--- src/rtl/spm_pkg.sv ---
// Shared definitions for the SPM memory arbiter: default widths and FSM encoding.
package spm_pkg;

    localparam int unsigned DEF_WORD_SIZE = 8;
    localparam int unsigned DEF_ADDR_SIZE = 8;

    typedef enum logic [1:0] {
        S_IDLE = 2'd0,
        S_ACC  = 2'd1,
        S_ACK  = 2'd2
    } state_t;

endpackage

--- src/rtl/spm_rr_pick.sv ---
// Two-way round-robin picker: on a tie the port not equal to 'last' wins.
module spm_rr_pick (
    input  logic req0,
    input  logic req1,
    input  logic last,
    output logic valid,
    output logic winner
);

    always_comb begin
        valid  = req0 | req1;
        winner = 1'b0;
        if (req0 && req1) begin
            winner = ~last;
        end else if (req1) begin
            winner = 1'b1;
        end
    end

endmodule

--- src/rtl/spm_mem_arbiter.sv ---
// Two-port req/ack arbiter in front of the single-port SPM SRAM.
// Optional locked bursts are compiled in with ARB_LOCK_EN.
module spm_mem_arbiter
    import spm_pkg::*;
#(
    parameter int unsigned WORD_SIZE = DEF_WORD_SIZE,
    parameter int unsigned ADDR_SIZE = DEF_ADDR_SIZE
`ifdef ARB_LOCK_EN
    ,
    parameter int unsigned MAX_BURST = 4
`endif
) (
    input  logic                 clk,
    input  logic                 rst,
    input  logic                 req0,
    input  logic                 req1,
    input  logic                 we0,
    input  logic                 we1,
    input  logic [ADDR_SIZE-1:0] addr0,
    input  logic [ADDR_SIZE-1:0] addr1,
    input  logic [WORD_SIZE-1:0] wdata0,
    input  logic [WORD_SIZE-1:0] wdata1,
`ifdef ARB_LOCK_EN
    input  logic                 lock0,
    input  logic                 lock1,
`endif
    output logic                 ack0,
    output logic                 ack1,
    output logic [WORD_SIZE-1:0] rdata,
    output logic [ADDR_SIZE-1:0] mem_addr,
    output logic [WORD_SIZE-1:0] mem_wdata,
    output logic                 mem_write,
    input  logic [WORD_SIZE-1:0] mem_rdata,
    output logic                 busy,
    output logic                 grant
);

    state_t                 state;
    state_t                 state_nxt;
    logic                   pick_valid;
    logic                   pick_winner;
    logic                   sel_we;
    logic [ADDR_SIZE-1:0]   sel_addr;
    logic [WORD_SIZE-1:0]   sel_wdata;
    logic                   cont;
    logic                   ack0_nxt;
    logic                   ack1_nxt;
    logic                   grant_nxt;
    logic [WORD_SIZE-1:0]   rdata_nxt;

    spm_rr_pick u_pick (
        .req0   (req0),
        .req1   (req1),
        .last   (grant),
        .valid  (pick_valid),
        .winner (pick_winner)
    );

    // Fields of the granted requester
    assign sel_we    = grant ? we1    : we0;
    assign sel_addr  = grant ? addr1  : addr0;
    assign sel_wdata = grant ? wdata1 : wdata0;

`ifdef ARB_LOCK_EN
    localparam int unsigned BW = (MAX_BURST > 1) ? $clog2(MAX_BURST) : 1;

    logic [BW-1:0] burst_cnt;
    logic [BW-1:0] burst_cnt_nxt;
    logic          sel_req;
    logic          sel_lock;

    assign sel_req  = grant ? req1  : req0;
    assign sel_lock = grant ? lock1 : lock0;
    assign cont     = sel_lock && sel_req && (burst_cnt < BW'(MAX_BURST - 1));
`else
    assign cont = 1'b0;
`endif

    always_ff @(posedge clk or posedge rst) begin
        if (rst) begin
            state <= S_IDLE;
        end else begin
            state <= state_nxt;
        end
    end

    always_comb begin
        state_nxt = state;
        case (state)
            S_IDLE:  if (pick_valid) state_nxt = S_ACC;
            S_ACC:   state_nxt = S_ACK;
            S_ACK:   state_nxt = cont ? S_ACC : S_IDLE;
            default: state_nxt = S_IDLE;
        endcase
    end

    // Memory nets are decoded from state so a locked follow-on access sees the
    // requester's freshly updated fields.
    always_comb begin
        mem_addr  = '0;
        mem_wdata = '0;
        mem_write = 1'b0;
        ack0_nxt  = 1'b0;
        ack1_nxt  = 1'b0;
        grant_nxt = grant;
        rdata_nxt = rdata;
`ifdef ARB_LOCK_EN
        burst_cnt_nxt = burst_cnt;
`endif
        case (state)
            S_IDLE: begin
                if (pick_valid) grant_nxt = pick_winner;
            end
            S_ACC: begin
                mem_addr  = sel_addr;
                mem_wdata = sel_wdata;
                mem_write = sel_we;
                rdata_nxt = sel_we ? sel_wdata : mem_rdata;
                ack0_nxt  = ~grant;
                ack1_nxt  = grant;
            end
            S_ACK: begin
`ifdef ARB_LOCK_EN
                burst_cnt_nxt = cont ? burst_cnt + BW'(1) : '0;
`endif
            end
            default: ;
        endcase
    end

    always_ff @(posedge clk or posedge rst) begin
        if (rst) begin
            ack0  <= 1'b0;
            ack1  <= 1'b0;
            rdata <= '0;
            busy  <= 1'b0;
            grant <= 1'b1;
`ifdef ARB_LOCK_EN
            burst_cnt <= '0;
`endif
        end else begin
            ack0  <= ack0_nxt;
            ack1  <= ack1_nxt;
            rdata <= rdata_nxt;
            busy  <= (state_nxt != S_IDLE);
            grant <= grant_nxt;
`ifdef ARB_LOCK_EN
            burst_cnt <= burst_cnt_nxt;
`endif
        end
    end

endmodule

--- config.mk ---
export PLATFORM = sky130hd
export DESIGN_NAME = spm_mem_arbiter
export DESIGN_NICKNAME = d
export VERILOG_FILES = /design/src/rtl/spm_pkg.sv /design/src/rtl/spm_rr_pick.sv /design/src/rtl/spm_mem_arbiter.sv
export SDC_FILE = /design/constraint.sdc
export NUM_CORES = 1
export LEC_CHECK = 0
export CORE_ASPECT_RATIO = 1.25
export CORE_MARGIN = 8
export CORE_UTILIZATION = 27
export DETAILED_ROUTE_END_ITERATION = 8
export GPL_ROUTABILITY_DRIVEN = 1
export GPL_TIMING_DRIVEN = 0
export HOLD_SLACK_MARGIN = 0.08
export MAX_ROUTING_LAYER = met4
export PLACE_DENSITY = 0.75
export SLEW_MARGIN = 15
export SYNTH_ARGS = -nofsm -noshare
export SYNTH_HDL_FRONTEND = slang
export SYNTH_SLANG_ARGS = --single-unit
--- constraint.sdc ---
create_clock -name clk -period 1.4 [get_ports clk]
set_input_delay 0.21 -clock clk [delete_from_list [all_inputs] [get_ports clk]]
set_output_delay 0.21 -clock clk [all_outputs]
set_load 0.05 [all_outputs]
Yosys cells after proc, flatten, opt, wreduce, memory -nomap -nowiden
Index checks and enable logic that the tools add are counted.

Logic and storage cells: 26. Output and inout port bits: 29. Input port bits: 46. Register bits: 14.

Reduce and logical (&&, ||, !) cells: 4. Equality and inequality tests: 1. Mux-type cells: 13. Bitwise gates (word level): 2.

Operator list (count): $mux W8 (5); $mux W1 (6); $pmux W2 S2 (1); $eq A2 B1 Y1 const B (1); $logic_not A2 Y1 (1); $mux W2 (1); $reduce_and A2 Y1 (1); $reduce_bool A2 Y1 (1); $logic_and A1 B1 Y1 (1); $not A1 Y1 (1); $or A1 B1 Y1 (1).

Depth between registers and ports, before layout
Gate-level depths: netlist (run 1).

Depth in word-level cells: 4. Mapped depth: 6. Depth with buffers taken out: 4.

Hierarchy
From an unflattened synthesis (run 1), not the netlist that was laid out.

Cells, all modules: 83. Area, all modules: 813.3 um2.

Modules (own cells, without submodules): spm_mem_arbiter (area each 799.5 um2, cells each 81, instances 1, seq. area each 351.6 um2); spm_rr_pick (area each 13.8 um2, cells each 2, instances 1, seq. area each 0.0 um2).

Least setup slack after synthesis (run 1)
Ideal clock, no wire load.

Path type: register to output. From: reg grant. To: out mem_addr[0]. Arrival: 2.028 ns. Stages on the path, launching flop included: 5. Setup slack: -0.838 ns. Buffers on the path: 2. Required time: 1.190 ns. Cells stage by stage: dfstp_2 > buf_2 > buf_2 > mux2i_1 > nor2_1.

Longest elaborated chain between the ends: 2.

Ends and longest elaborated chain: from (decl) (line spm_mem_arbiter.sv:35) `output logic grant`; from (signal assigned) (line spm_mem_arbiter.sv:146) `grant <= grant_nxt;`; $mux W8 (line spm_mem_arbiter.sv:61) `assign sel_addr = grant ? addr1 : addr0;`; $mux W8 (line spm_mem_arbiter.sv:110) `case (state)`; to (decl) (line spm_mem_arbiter.sv:30) `output logic [ADDR_SIZE-1:0] mem_addr,`.

Every way passes these cells.

Final worst setup path (run 1)
From: reg grant. To: out mem_wdata[4].

Longest elaborated chain between the ends: 2.

Ends and longest elaborated chain: $mux W8 (line spm_mem_arbiter.sv:62) `assign sel_wdata = grant ? wdata1 : wdata0;`; $mux W8 (line spm_mem_arbiter.sv:110); to (decl) (line spm_mem_arbiter.sv:31) `output logic [WORD_SIZE-1:0] mem_wdata,`.

Every way passes these cells.

==> results.cfg, run 1 <==
[sta]
tightest_slew_ns = 0.505
finalWorstSetupSlack_ns = -0.483
setup_violations = 26
period_needed_ns = 1.88
finalHoldViolations = 0
fin_skew_ns = 0.00349
max_freq_ghz = 0.531
fin_crit_sh_pct = 135
slew_headroom_pct = 66.5
rsz0062_at_grt = yes
slew_violations = 0

[clocking]
cts_root_buf = clkbuf_4
cts_buffer_depth = 2
worst_skew_pair.late_latency_ns = 0.27
cts_buffers = 3
clkTransAtPathRegs_ns = 0.08
htree_levels = 1
cts_tree = built
clock_sinks = 14

[setup_path]
critPathKind = reg -> out
crit_required_ns = 1.19
cp-end-kind = output pin
crit_path_max_fanout = 5
critPathLaunchType = register
critPathArrivalTime_ns = 1.67

[synth]
muxShareOfSynthArea_pct = 22.9
netlist_area_um2 = 808
synth-edff-count = 0
yosys.area_share.simple_pct = 17.8
syn_area_per_cell_um2 = 9.74
yosys.area.top_type = dfrtp_1
synth-seq-cells = 14
yosys.area_share.xor_xnor_pct = 0
async_flop_share_pct = 100
yosysWarningCount = 0
synth_cell_types = 15
synth-compound-area-share_pct = 10.8
synth_common_cells = nor2_1 (20), mux2i_1 (16), dfrtp_1 (13), nor3_1 (10), a221o_1 (8)
synthesis.nets = 129
ys_seq_area_share_pct = 43.5
netlist.area_leader.share_pct = 40.2
synth.area.top_cells = dfrtp_1 (40%), mux2i_1 (20%), a221o_1 (9.9%)
synth_fa_ha_area_share_pct = 0
synthCells = 83
synth_top_family_by_area = multiplexers
yosysMostFrequentCell = nor2_1
synth_flop_cell = dfrtp_1

[floorplan]
die_x_um = 64.9
ios = 75
die_area_um2 = 5010
die_y_um = 77.2
start_util_pct = 28.0
num_rows = 22
core_region_area_um2 = 2890

[status]
status = complete, but fails checks
violations = negative setup slack

[power]
total_power_mw = 5.26
p_leak_nw = 0.882
peakVddDrop_mv = 1.80
power_density_nw_per_um2 = 2370

[route]
ant_nets = 0
drt-total-wl_mm = 3.68
drc_errors = 0
dr.pass1.iters = 4
vias = 1027
wire_per_inst_um = 17.1
drt_iter0_drc = 14
vias_per_cell = 4.78

[placement]
io_buffers = 74
preCtsSetupSlack_ns = -0.807
dp_cells = 193
gp_congestion = 0.743
hpwl_mm = 2.81

[finish]
drive_gt1_share_pct = 48.0
syn_to_final_growth_pct = 175
fin_nets = 226
antenna_cells = 0
final_cells = 215
finish.utilization_pct = 76.9

[grt]
grt_pass1_wl_mm = 5.76
grt-ovfl-total = 0
grt_pass1_vias = 1216
globalRouteTotalUtil_pct = 14.8
grt_max_degree = 15
antenna_found_initial = 0

[flow_run]
cap_violations = 0

[hold_path]
min_path_type = in -> async
-- final cells by class --
type                    instances  area (um^2)
flip-flops and latches         14          355
fillers                       193          668
plain buffers                   6         95.1
inverters                       2         7.51
repair buffers                 93          923
multi-input cells              60          759
clock buffers                   4         36.3
well taps                      36         45.0
-- cells by family after synthesis --
group | count (synthesis)
buffers and inverters | 9
muxes | 18
DFF | 14
AOI/OAI and AO/OA | 9
and+or+nand+nor | 33
-- flip-flops by register name, summed over array words and instances (netlist names) --
register  flops
ack0          1
rdata         8
grant         1
ack1          1
busy          1
state         2
-- cell usage in the layout, fill, tap and decap left out --
cell	Yosys	routed
clkdlybuf4s50_1	0	45
dfstp_4	0	1
dlygate4sd2_1	0	4
buf_8	0	3
nor2_4	0	17
buf_4	0	13
mux2i_4	0	16
inv_1	2	2
nor3_2	0	1
a221o_1	8	8
clkdlybuf4s15_1	0	6
clkbuf_2	0	2
clkbuf_8	0	1
nor2_1	20	3
mux2i_2	1	1
dfrtp_1	13	13
a21boi_0	1	1
and2_4	0	1
clkbuf_1	1	1
buf_12	0	4
mux2_2	1	1
and2_1	2	1
nor3_1	10	9
buf_6	0	21
nand2b_4	0	1
clkbuf_4	0	3
-- where the power goes --
part           leakage (nW)  total (mW)  internal, mW  switching (mW)
logic                 0.688        4.24          1.88            2.36
clock network        0.0210       0.279         0.158           0.121
registers             0.173       0.743         0.615           0.128
-- through the flow --
step | hold WS, ns | cell area, um^2 | TNS, ns
finish | 0.255 | 2220 | -10.48
global route | 0.322 | 2220 | -11.84
CTS | 0.270 | 2190 | -11.16
detailed placement | 0.470 | 1930 | -14.34
global placement | 0.453 | 1930 | -14.21
floorplan | 0.0985 | 1140 | -4.32
-- path summary, 6_finish.rpt --
| check | cells past startpoint | slack, ns | end | start |
|---|---|---|---|---|
| setup / recovery | 5 | -0.48 | mem_wdata[4] | grant$_DFFE_PP1P_ |
| setup reg to reg | 7 | -0.39 | rdata[7]$_DFFE_PP0N_ | grant$_DFFE_PP1P_ |
| hold reg to reg | 1 | 0.48 | busy$_DFF_PP0_ | state[1]$_DFF_PP0_ |
| max in group asynchronous | 2 | 0.79 | grant$_DFFE_PP1P_ | rst |
| hold / removal | 2 | 0.26 | rdata[5]$_DFFE_PP0N_ | rst |
| min in group clk | 1 | 0.48 | busy$_DFF_PP0_ | state[1]$_DFF_PP0_ |
-- timing repair --
item	CTS	global route
pin swaps	0	2
gates resized for setup	144	21
buffers inserted	14	4
endpoints found under the setup margin	37	34
gates cloned	2	0
hold buffers	0	0
hold endpoints to repair	0	0
-- metal layers --
metal	part of all wire, %	global-route usage (%)	wire length, um	up-vias
li1	-	-	-	491
met3	7.5	3.92	278	4
met5	0	-	0	-
met2	54	25.7	1970	50
met4	2.3	5.69	86	0
met1	37	15.3	1350	482
-- worst max-delay path: stages (launching register included) --
cell and delay (ns):
dfstp_4 0.66, buf_12 0.12, buf_4 0.12, mux2i_4 0.27
nor2_4 0.07, buf_6 0.15
Note: power is estimated with default switching activity, not from simulation.
==> run 2: changes to the inputs <==
--- a/config.mk
+++ b/config.mk
@@ -6,7 +6,7 @@
 export NUM_CORES = 1
 export LEC_CHECK = 0
 export CORE_ASPECT_RATIO = 1.25
-export CORE_MARGIN = 8
+export CORE_MARGIN = 1.5
 export CORE_UTILIZATION = 27
 export DETAILED_ROUTE_END_ITERATION = 8
 export GPL_ROUTABILITY_DRIVEN = 1
@@ -14,6 +14,7 @@
 export HOLD_SLACK_MARGIN = 0.08
 export MAX_ROUTING_LAYER = met4
 export PLACE_DENSITY = 0.75
+export RECOVER_POWER = 50
 export SLEW_MARGIN = 15
 export SYNTH_ARGS = -nofsm -noshare
 export SYNTH_HDL_FRONTEND = slang
==> run 2 against run 1 <==
The run still ends with negative setup slack left. Hold slack better by 0.14 ns. Via count up 11%. Global-route usage rose by 9.9 points. Clock power down 15%. Register-to-register slack worse by 0.06 ns. Largest power group unchanged. Cell count grew 3.3%. Flip-flop and latch count stayed put. Core utilization is 6.9 points higher.
==> results.cfg, run 2 (same netlist as run 1, synthesis figures left out) <==
[route]
route.met3.wl_um = 165
drc_errors = 0
wl_met1_mm = 1.59
top_layer = met4
wire_per_inst_um = 19.5
dr.pass1.iters = 4
drt_iter0_drc = 20
vias_per_cell = 5.12
drt-total-wl_mm = 4.34
ant_nets = 0
vias = 1136
wl_met2_mm = 2.49

[grt]
grt_pass1_vias = 1196
grt_max_degree = 15
grt-ovfl-total = 0
globalRouteTotalUtil_pct = 24.7
grt_pass1_wl_mm = 5.90
antenna_found_initial = 0

[finish]
layout_commonest_cell = clkdlybuf4s50_1
finalInstanceArea_um2 = 2420
syn_to_final_growth_pct = 200
antenna_cells = 0
fin_nets = 233
fill_cells = 143
final_cells = 222
largest_reg_flops = 8
top_regs = rdata: 8 flops, state: 2 flops
drive_gt1_share_pct = 53.2
final_cell_mix = clkdlybuf4s50_1 (44), buf_6 (22), mux2i_4 (17), nor2_4 (17), dfrtp_1 (13)
largest_register = rdata

[sta]
slew_headroom_pct = 65.5
rsz0062_at_grt = yes
fin_skew_ns = 0.00108
tightest_slew_ns = 0.519
fin_crit_sh_pct = 137
period_needed_ns = 1.92
finalWorstSetupSlack_ns = -0.523
finalHoldViolations = 0
slew_violations = 0
max_freq_ghz = 0.520
whs_ns = 0.400
setup_violations = 26

[floorplan]
die_y_um = 64.2
num_rows = 22
die_area_um2 = 3330
core_region_area_um2 = 2890
ios = 75
start_util_pct = 28.0
die_x_um = 51.9

[power]
peakVddDrop_mv = 1.72
power_density_nw_per_um2 = 2450
total_power_mw = 5.94
p_leak_nw = 0.973

[clocking]
cts_root_buf = clkbuf_4
clock_sinks = 14
worst_skew_pair.late_latency_ns = 0.28
cts_buffers = 3
cts_tree = built
cts_buffer_depth = 2
htree_levels = 1
clkTransAtPathRegs_ns = 0.08

[setup_path]
crit_required_ns = 1.19
slowest_delay_ns = 0.66
rr_worst_depth = 7
cp-end-kind = output pin
crit_chain = buf_12 -> buf_12 -> mux2i_4 -> nor2_4 -> buf_6
cp_top_family = flip-flops
path_common_cell = buf_12
critPathArrivalTime_ns = 1.71
crit_buf_inv = 3
critPathLaunchType = register
cp.depth = 5
critPathKind = reg -> out
crit_path_max_fanout = 8
slowest_stage = dfstp_4

[placement]
io_buffers = 74
preCtsSetupSlack_ns = -0.802
dp_cells = 193
hpwl_mm = 2.36
gp_congestion = 0.824
placed_area_um2 = 1930

[status]
violations = negative setup slack
status = complete, but fails checks

[flow_run]
cap_violations = 0

[hold_path]
min_path_type = in -> async
[run 2: changes by cell type in the layout (fill, tap and decap cells not counted), sizes merged]
| cell | before | now |
|---|---|---|
| buf | 41 | 48 |
| clkbuf | 7 | 6 |
| bufbuf | 0 | 1 |
| dlygate4sd3 | 0 | 1 |
| clkdlybuf4s15 | 6 | 3 |
| dlygate4sd2 | 4 | 7 |
| clkdlybuf4s50 | 45 | 44 |
[run 2: final cells by class]
cell class | instances | area [um^2] | area share [%]
Timing Repair Buffer | 100 | 1090 | 44.9
Multi-Input combinational cell | 60 | 806 | 33.3
Sequential cell | 14 | 355 | 14.7
Buffer | 6 | 95.1 | 3.93
Tap cell | 36 | 45.0 | 1.86
Clock buffer | 4 | 26.3 | 1.09
Inverter | 2 | 7.51 | 0.310
[run 2: worst register-to-register path: stages (launching register included)]
cell     delay, ns
dfstp_4       0.66
buf_12        0.13
buf_4         0.13
mux2i_4       0.29
buf_6         0.14
buf_6         0.08
nor3_1        0.05
a221o_1       0.25
[run 2: per-layer routing]
metal  global-route usage (%)  vias to the layer above
li1                         -                      508
met2                     42.6                       55
met3                     4.21                        8
met5                        -                        -
met1                     26.8                      565
met4                     11.5                        0
[run 2: final timing paths]
check	startpoint	end	slack, ns
max reg2reg	grant$_DFFE_PP1P_	rdata[3]$_DFFE_PP0N_	-0.45
max	grant$_DFFE_PP1P_	mem_addr[5]	-0.52
max in group asynchronous	rst	grant$_DFFE_PP1P_	0.64
min	rst	rdata[5]$_DFFE_PP0N_	0.40
min in group clk	rdata[4]$_DFFE_PP0N_	rdata[4]$_DFFE_PP0N_	0.53
min reg2reg	rdata[4]$_DFFE_PP0N_	rdata[4]$_DFFE_PP0N_	0.53
[run 2: stage by stage]
step / TNS [ns] / utilization [%]
after global placement: -14.07 / 66.8
after CTS: -10.23 / 80.3
after floorplan: -4.32 / -
after detailed placement: -14.30 / 66.8
after global routing: -12.97 / 83.8
final: -11.63 / 83.8
[run 2: power by group]
group | leakage (nW) | switching, mW | internal, mW
Clock | 0.0150 | 0.126 | 0.111
Sequential | 0.173 | 0.128 | 0.615
Combinational | 0.785 | 2.60 | 2.36
[run 2: what timing repair did]
action                     in CTS  in global routing
setup endpoints to repair      37                 31
cloned                          3                  0
pin swaps                       7                  2
buffers inserted               16                 10
resized for setup             165                 20
hold buffers                    0                  0
